--- config.mk ---
export PLATFORM = sky130hd
export DESIGN_NAME = match_ctrl
export DESIGN_NICKNAME = d
export VERILOG_FILES = /design/src/rtl/match_ctrl.sv
export SDC_FILE = /design/constraint.sdc
export NUM_CORES = 1
export LEC_CHECK = 0
export ABC_AREA = 1
export BUFFER_PORTS_ARGS = -buffer_cell sky130_fd_sc_hd__buf_2
export CORE_MARGIN = 5
export CORE_UTILIZATION = 64
export DETAILED_ROUTE_END_ITERATION = 10
export HOLD_SLACK_MARGIN = 0.03
export PLACE_DENSITY = 0.87
export SYNTH_ARGS = -nofsm -noshare
export SYNTH_HDL_FRONTEND = slang
export SYNTH_SLANG_ARGS = --single-unit
--- constraint.sdc ---
create_clock -name clk_i -period 8 [get_ports clk_i]
set_clock_uncertainty 0.05 [all_clocks]
set_input_delay 1.6 -clock clk_i [delete_from_list [all_inputs] [get_ports clk_i]]
set_output_delay 1.6 -clock clk_i [all_outputs]
set_load 0.01 [all_outputs]
--- src/rtl/match_ctrl.sv ---
// match_ctrl: two-player match sequencer covering serve delay, goal scoring, countdown timer,
// the end-of-match hold and winner decision.
module match_ctrl #(
  parameter int TICKS_PER_SEC = 100_000_000,
  parameter int SERVE_FRAMES  = 60,
  parameter int OVER_SECONDS  = 3,
  parameter int X_RIGHT       = 640
) (
  input  logic       clk_i,
  input  logic       rst_ni,
  input  logic       start_i,
  input  logic       abort_i,
  input  logic       refresh_tick_i,
  input  logic [9:0] ball_x_0_i,
  input  logic [9:0] ball_x_1_i,
  input  logic [3:0] win_score_i,
  input  logic [5:0] match_seconds_i,
  output logic [3:0] score1_o,
  output logic [3:0] score2_o,
  output logic [5:0] seconds_o,
  output logic       new_round_o,
  output logic       game_over_o,
  output logic [1:0] winner_o,
  output logic       done_o
);
  localparam int PW = TICKS_PER_SEC > 1 ? $clog2(TICKS_PER_SEC) : 1;
  localparam int FW = $clog2(SERVE_FRAMES + 1);
  localparam int OW = $clog2(OVER_SECONDS + 1);
  localparam logic [PW-1:0] PT = PW'(TICKS_PER_SEC - 1);
  localparam logic [FW-1:0] FT = FW'(SERVE_FRAMES - 1);
  localparam logic [OW-1:0] OT = OW'(OVER_SECONDS - 1);
  localparam logic [10:0]   XR = 11'(X_RIGHT);

  typedef enum logic [1:0] {IDLE, SERVE, PLAY, OVER} state_e;

  state_e        state_q, state_d;
  logic [3:0]    s1_q, s1_d, s2_q, s2_d, win_q, win_d;
  logic [5:0]    sec_q, sec_d;
  logic [1:0]    winner_q, winner_d;
  logic [PW-1:0] presc_q, presc_d;
  logic [FW-1:0] frm_q, frm_d;
  logic [OW-1:0] ocnt_q, ocnt_d;
  logic          done_q, done_d;
  logic          left, right, wrap;

  assign left  = ball_x_0_i == 10'd0 || ball_x_1_i == 10'd0;
  assign right = {1'b0, ball_x_0_i} >= XR || {1'b0, ball_x_1_i} >= XR;
  assign wrap  = presc_q == PT;

  always_comb begin
    state_d  = state_q;
    s1_d     = s1_q;
    s2_d     = s2_q;
    win_d    = win_q;
    sec_d    = sec_q;
    winner_d = winner_q;
    presc_d  = presc_q;
    frm_d    = frm_q;
    ocnt_d   = ocnt_q;
    done_d   = 1'b0;
    case (state_q)
      IDLE: if (start_i) begin
        win_d    = win_score_i;
        s1_d     = 4'd0;
        s2_d     = 4'd0;
        sec_d    = match_seconds_i;
        winner_d = 2'b00;
        presc_d  = '0;
        frm_d    = '0;
        state_d  = SERVE;
      end
      SERVE: if (refresh_tick_i) begin
        frm_d   = frm_q == FT ? '0 : frm_q + 1'b1;
        state_d = frm_q == FT ? PLAY : SERVE;
      end
      PLAY: begin
        presc_d = wrap ? '0 : presc_q + 1'b1;
        sec_d   = sec_q - {5'd0, wrap && sec_q != 6'd0};
        s1_d    = s1_q + {3'd0, right && s1_q != 4'hf};
        s2_d    = s2_q + {3'd0, left && s2_q != 4'hf};
        frm_d   = (left || right) ? '0 : frm_q;
        state_d = (left || right) ? SERVE : PLAY;
      end
      OVER: begin
        presc_d = wrap ? '0 : presc_q + 1'b1;
        ocnt_d  = wrap ? ocnt_q + 1'b1 : ocnt_q;
        done_d  = wrap && ocnt_q == OT;
        state_d = done_d ? IDLE : OVER;
      end
      default: state_d = IDLE;
    endcase
    // End-of-match test sees this cycle's goals and tick, so it wins over re-serving
    if ((state_q == SERVE || state_q == PLAY) && (s1_d >= win_q || s2_d >= win_q || sec_d == 6'd0)) begin
      state_d  = OVER;
      presc_d  = '0;
      ocnt_d   = '0;
      winner_d = s1_d > s2_d ? 2'b01 : s2_d > s1_d ? 2'b10 : 2'b11;
    end
    if (abort_i) begin
      state_d  = IDLE;
      s1_d     = s1_q;
      s2_d     = s2_q;
      win_d    = win_q;
      sec_d    = sec_q;
      winner_d = winner_q;
      presc_d  = presc_q;
      ocnt_d   = ocnt_q;
      frm_d    = '0;
      done_d   = 1'b0;
    end
  end

  always_ff @(posedge clk_i or negedge rst_ni) begin
    if (!rst_ni) begin
      state_q  <= IDLE;
      s1_q     <= 4'd0;
      s2_q     <= 4'd0;
      win_q    <= 4'd0;
      sec_q    <= 6'd60;
      winner_q <= 2'b00;
      presc_q  <= '0;
      frm_q    <= '0;
      ocnt_q   <= '0;
      done_q   <= 1'b0;
    end else begin
      state_q  <= state_d;
      s1_q     <= s1_d;
      s2_q     <= s2_d;
      win_q    <= win_d;
      sec_q    <= sec_d;
      winner_q <= winner_d;
      presc_q  <= presc_d;
      frm_q    <= frm_d;
      ocnt_q   <= ocnt_d;
      done_q   <= done_d;
    end
  end

  assign score1_o    = s1_q;
  assign score2_o    = s2_q;
  assign seconds_o   = sec_q;
  assign winner_o    = winner_q;
  assign done_o      = done_q;
  assign new_round_o = state_q != PLAY;
  assign game_over_o = state_q == OVER;
endmodule
==> metrics.md, run 1 <==
| Metric | Value |
|---|---|
| Util after Layout | `72.7%` |
| Top cell type's share of synthesized area | `between 30% and 40%` |
| Mapped Area | `4420 um2` |
| P_leak | `approximately 2.5 nW` |
| RSZ-0062 raised after global routing | `false` |
| Register clock-pin slew on the reported worst setup and hold paths | `70 ps` |
| Final #Nets | `around 760` |
| Initial Utilization | `between 60% and 70%` |
| Clk sinks | `58` |
| Max Root-Sink Buffers | `2` |
| I/O Pins | `54` |
| Wire length per cell | `about 14 um` |
| Synth Register Bits | `58` |
| First-pass GRT wire length | `~19000 um` |
| Detail Route Antenna Nets | `0` |
| Routed wire length | `11200 um` |
| Chip Height | `approximately 93 um` |
| Core footprint | `~6800 um2` |
| Drt drc | `0` |
| Max Cap Viol | `0` |
| Fin area | `a little under 5000 um2` |
| Critical path arrival | `between 4000 and 5000 ps` |
| Post-layout min period | `4770 ps` |
| GRT Total Usage | `a little over a quarter` |
| Antenna cells | `0` |
| Vias per cell | `~5.8` |
| HPWL after DPL | `roughly 8000 um` |
| Share of layout cells above drive strength 1 | `between 10% and 20%` |
| Post-synth EDFFs | `0` |
| Cell taking the most area after synthesis | `dfrtp_1` |
| Top cells by area in the synthesized netlist | `dfrtp_1 (31%), nand2_1 (15%), nand3_1 (8.1%), nor2_1 (7.5%), ha_1 (7.4%)` |
| CTS tree | `built` |
| Ys Warns | `0` |
| Fmax | `between 0.2 and 0.25 GHz` |
| Worst setup SP type | `input pin` |
| Gr ovfl total | `0` |
| Slew HR | `between 30% and 40%` |
| Final worst-path cycle share | `around three fifths` |
| Post_cts resized | `0` |
| Critical Path RT | `approximately 8200 ps` |
| Mean Syn Cell Area | `a little under 7 um2` |
| Status | `finished clean` |
| Initial antenna violation count | `0` |
| Syn-to-layout area delta | `11.0%` |
| Vias in the first global route | `4228` |
| Later-pin clock latency in the skew report | `340 ps` |
| Post-synth ARST share | `100%` |
| CP max stage delay | `between 300 and 400 ps` |
| Drt first pass iters | `5` |
| Row Count | `30` |
| Vias | `between 4000 and 5000` |
| Post-synthesis cell type count | `between 40 and 50` |
| Ys flop type | `dfrtp_1` |
| Setup repair bufs after CTS | `0` |
| Routability cong. | `0.983` |
| Initial drt markers | `441` |
| Die Width | `about 93 um` |
| Crit end category | `flip-flop` |
| Sequential element share of the synthesized area | `~33%` |
| Slew Limit Fails | `0` |
| Hold-fix buffers, CTS | `0` |
| CTS HTree Levels | `3` |
| IO Port Bufs | `53` |
| Endpoints failing hold | `0` |
| CTS Buf Count | `9` |
| Synthesized Nets | `between 700 and 800` |
| Slowest CP cell | `ha_1` |
| Area after DPL | `between 4000 and 5000 um2` |
| Peak VDD IR | `0.220 mV` |
| Full die area | `around 8700 um2` |
| HP Class | `flip-flop to flip-flop` |
| Setup CP Type | `input pin to flip-flop` |
| Max FO, Critical Path | `28` |
| Setup Viol. Count Final | `0` |
| Fillcell total | `around 560` |
| Cell Chain, Critical Path | `buf_2 -> or2_2 -> a21oi_1 -> a31oi_1 -> ha_1 -> ha_1 -> nand2_1 -> o21ai_0 -> ha_1 -> inv_1 -> nor2_1 -> o211ai_1 -> nand3_1 -> nor2_1 -> nand2_2 -> nand2_4 -> o21ai_4 -> nand2_4 -> nand2_1 -> nand2_1` |
| Largest net degree at the start of global routing | `between 50 and 60` |
| Post-Synthesis Cells | `about 650` |
| Setup TNS Final | `0 ps` |
| Root Driver | `clkbuf_8` |
| Worst Tran Pin Value | `a little under 1000 ps` |
| Power Density | `between 200 and 300 nW/um2` |
registers in the layout (all words and copies together) (netlist names):
signal and flops:
done_o 1, frm_q 6, ocnt_q 2, presc_q 27
score1_o 4, score2_o 4, seconds_o 6, state_q 2
win_q 4, winner_o 2
report_power, final:
group | switching [W] | leakage, nW | internal, W
clock | 0.000124 | 0.112 | 0.000182
sequential | 0.0000444 | 0.778 | 0.000347
combinational | 0.000422 | 1.58 | 0.000178
metrics by stage:
step | setup slack [ps] | total power [W] | cells | hold slack, ps
final | 3230 | 0.00130 | 784 | 464
after global routing | 3020 | 0.00139 | 784 | 499
after CTS | 3280 | 0.00129 | 784 | 463
after detailed placement | 2930 | 0.000985 | 769 | 446
after global placement | 3090 | 0.000958 | 769 | 434
after floorplan | 3670 | 0.000859 | 653 | 414
placed cells by master, fill, tap and decap left out, types with 5 or more instances in the layout:
cell type,instances
o21ai_0,34
ha_1,26
a21oi_1,12
inv_1,66
clkbuf_8,10
a31oi_1,5
buf_2,53
nor3_1,14
dfrtp_1,54
nor2_1,88
or2_2,8
nand2_1,182
nand3_1,72
nand4_1,21
worst max-delay path, delay by kind of cell:
| kind | cells | cell delay, ps |
|---|---|---|
| fa+ha+maj | 3 | 850 |
| buf+inv | 2 | 150 |
| simple gates | 10 | 1490 |
| compound gates | 5 | 880 |
cell usage after synthesis (all sizes together), types with 2 or more instances:
cell type,count
a21o,3
a21oi,16
a22oi,2
a31oi,5
buf,9
clkbuf,11
clkinv,2
dfrtp,54
dfstp,4
ha,26
inv,68
nand2,187
nand3,73
nand3b,3
nand4,21
nor2,89
nor3,15
nor4,2
o2111ai,2
o211ai,4
o21ai,35
o21bai,2
or2,9
xor2,2
per-layer routing:
metal / GRT usage (%) / wire (um)
met1: 35.3 / 4770
met5: 0 / 0
met2: 46.0 / 5440
met4: 9.65 / 204
met3: 4.02 / 746
kinds of logic (layout without fill, tap and decap cells):
logic type      Yosys count  in the layout  share of synthesized area, %
compound gates           74             74                          10.4
buf+inv                  90            141                          8.71
xor+xnor                  3              3                         0.594
fa+ha+maj                26             26                          7.35
simple gates            401            401                          39.8
flops                    58             58                          32.9
mux                       1              1                         0.255
area by class of cell:
cell class / count / area, um2 / area share, %
multi-input combinational: 505 / 2580 / 52.6
sequential: 58 / 1460 / 29.7
timing repair buffer: 56 / 288 / 5.86
inverter: 70 / 267 / 5.43
clock buffer: 10 / 138 / 2.80
tap: 80 / 100 / 2.04
clock inverter: 5 / 78.8 / 1.61
worst paths after layout:
| path | start | to | slack (ps) | cells after the start |
|---|---|---|---|---|
| max | ball_x_0_i[7] | presc_q[15]$_DFFE_PN0P_ | 3230 | 20 |
| min | seconds_o[5]$_DFFE_PN1N_ | seconds_o[5]$_DFFE_PN1N_ | 460 | 2 |
| max reg2reg | state_q[0]$_DFFE_PN0P_ | presc_q[15]$_DFFE_PN0P_ | 4040 | 19 |
| min reg2reg | seconds_o[5]$_DFFE_PN1N_ | seconds_o[5]$_DFFE_PN1N_ | 460 | 2 |
| max in group asynchronous | rst_ni | presc_q[15]$_DFFE_PN0P_ | 6040 | 2 |
| min in group asynchronous | rst_ni | win_q[2]$_DFFE_PN0P_ | 1350 | 2 |
Power figures use the tool's default switching activity.
==> run 2, diff against run 1 <==
- CORE_UTILIZATION: 64 -> 59
- PLACE_DENSITY: 0.87 -> 0.81
- clock period: 8 -> 4.6 ns (I/O delays scaled with it)
==> run 2 against run 1 <==
Effect of this change:
- clock-buffer cell count up 2
- largest cell class unchanged
- critical path depth up 1
- total power up 70%
==> metrics.md, run 2 (synthesis results as in run 1) <==
| Metric | Value |
|---|---|
| Most frequent cells in the layout | `nand2_1 (182), nor2_1 (88), nand3_1 (72), inv_1 (66), dfrtp_1 (54)` |
| Drt first pass iters | `5` |
| HPWL after DPL | `between 8000 and 9000 um` |
| Commonest non-fill, non-tap cell in the layout | `nand2_1` |
| Total Power | `~0.0022 W` |
| Max FO, Critical Path | `27` |
| Final #Nets | `between 700 and 800` |
| CTS HTree Levels | `3` |
| Die Width | `96.6 um` |
| I/O Pins | `54` |
| Critical path arrival | `4280 ps` |
| Post_cts resized | `0` |
| Crit end category | `flip-flop` |
| GR Util met1 | `a little over a third` |
| Root Driver | `clkbuf_8` |
| Status | `finished clean` |
| Setup repair bufs after CTS | `0` |
| Row Count | `31` |
| Setup Viol. Count Final | `0` |
| Hold-fix buffers, CTS | `0` |
| GR peak layer | `met2` |
| CTS tree | `built` |
| Power Density | `between 400 and 500 nW/um2` |
| Wire length per cell | `roughly 14 um` |
| Chip Height | `between 90 and 100 um` |
| HP Class | `flip-flop to flip-flop` |
| Clk sinks | `58` |
| Initial Utilization | `between 60 and 70%` |
| Syn-to-layout area delta | `11.0%` |
| Max Cap Viol | `0` |
| Post-layout min period | `between 4000 and 5000 ps` |
| Detail Route Antenna Nets | `0` |
| RSZ-0062 raised after global routing | `false` |
| Vias per cell | `5.61` |
| Slew HR | `~36%` |
| GRT Total Usage | `roughly a quarter` |
| GR Layer Usage met3 | `4.80%` |
| Met2 Track Usage GR | `42.5%` |
| Hold Startpoint | `winner_o[0]$_DFFE_PN0P_` |
| CTS Buf Count | `9` |
| Final worst-path cycle share | `just under 90%` |
| CP Launch Point | `ball_x_0_i[5]` |
| Routability cong. | `just over 0.9` |
| Gr ovfl total | `0` |
| Setup CP Type | `input pin to flip-flop` |
| Share of layout cells above drive strength 1 | `approximately 14%` |
| Later-pin clock latency in the skew report | `~340 ps` |
| Critical Path RT | `around 4800 ps` |
| Drt drc | `0` |
| Worst Tran Pin Value | `between 900 and 1000 ps` |
| Peak VDD IR | `approximately 0.43 mV` |
| Initial antenna violation count | `0` |
| Slew Limit Fails | `0` |
| Largest net degree at the start of global routing | `48` |
| Register clock-pin slew on the reported worst setup and hold paths | `~70 ps` |
| Most flops, register | `presc_q` |
| Antenna cells | `0` |
| Fmax | `around 0.25 GHz` |
| Vias | `4507` |
| P_leak | `2.46 nW` |
| Hold slack | `around 420 ps` |
| Setup TNS Final | `0 ps` |
| First-pass GRT wire length | `~20000 um` |
| IO Port Bufs | `53` |
| Worst setup SP type | `input pin` |
| Vias in the first global route | `roughly 4300` |
| Largest register FFs | `27` |
| Max Root-Sink Buffers | `2` |
| Endpoints failing hold | `0` |
| Core footprint | `around 7300 um2` |
| FF-to-FF Start | `state_q[0]$_DFFE_PN0P_` |
| Routed wire length | `between 10000 and 15000 um` |
| Initial drt markers | `between 200 and 300` |
| Full die area | `roughly 9300 um2` |
## run 2: cell types whose count changed in the layout (fill, tap and decap cells not counted), sizes merged
cell / change
clkinv: -1
clkbuf: +2
buf: +1
bufinv: -1
## run 2: through the flow
step	area, um2	std cells	utilization [%]	worst slack, ps
5_1_grt	4910	804	67.3	236
2_1_floorplan	4420	653	-	948
6_report	4910	804	67.3	545
3_3_place_gp	4720	789	64.8	458
4_1_cts	4910	804	67.3	561
3_5_place_dp	4720	789	64.8	247
## run 2: worst paths after layout
| check | to | slack, ps | depth (start not counted) |
|---|---|---|---|
| setup / recovery | presc_q[17]$_DFFE_PN0P_ | 540 | 21 |
| hold / removal | winner_o[0]$_DFFE_PN0P_ | 420 | 2 |
| setup reg to reg | presc_q[17]$_DFFE_PN0P_ | 770 | 19 |
| hold reg to reg | winner_o[0]$_DFFE_PN0P_ | 420 | 2 |
| max in group asynchronous | seconds_o[2]$_DFFE_PN1N_ | 3000 | 2 |
| min in group asynchronous | win_q[2]$_DFFE_PN0P_ | 590 | 1 |
## run 2: where the power goes
group          internal, W  switching (W)  total [W]
Sequential        0.000603      0.0000758   0.000679
Combinational     0.000320       0.000729    0.00105
Clock             0.000261       0.000210   0.000470
## run 2: routing by layer
metal,up-vias,routed length [um]
met5,-,0
met1,2101,5180
li1,2238,-
met4,0,213
met2,139,5470
met3,29,593
## run 2: cell type report
type	count	area [um2]
well taps	99	124
inverters	70	267
fillers	693	2380
repair buffers	57	295
clock buffers	12	145
clock inverters	3	40.0
multi-input cells	505	2580
flip-flops and latches	58	1460
## run 2: worst max-delay path, cell delays in order
cell	delay [ps]
buf_2	100
or2_2	290
nor3_1	170
nand2_1	130
a22oi_1	180
ha_1	200
ha_1	230
nand2_1	50
o21ai_0	190
ha_1	350
inv_1	60
nor2_1	40
o211ai_1	170
nand3_1	110
nor2_1	240
nand2_2	100
nand2_4	110
o21ai_4	170
nand2_4	300
nand2_1	100
nand2_1	70
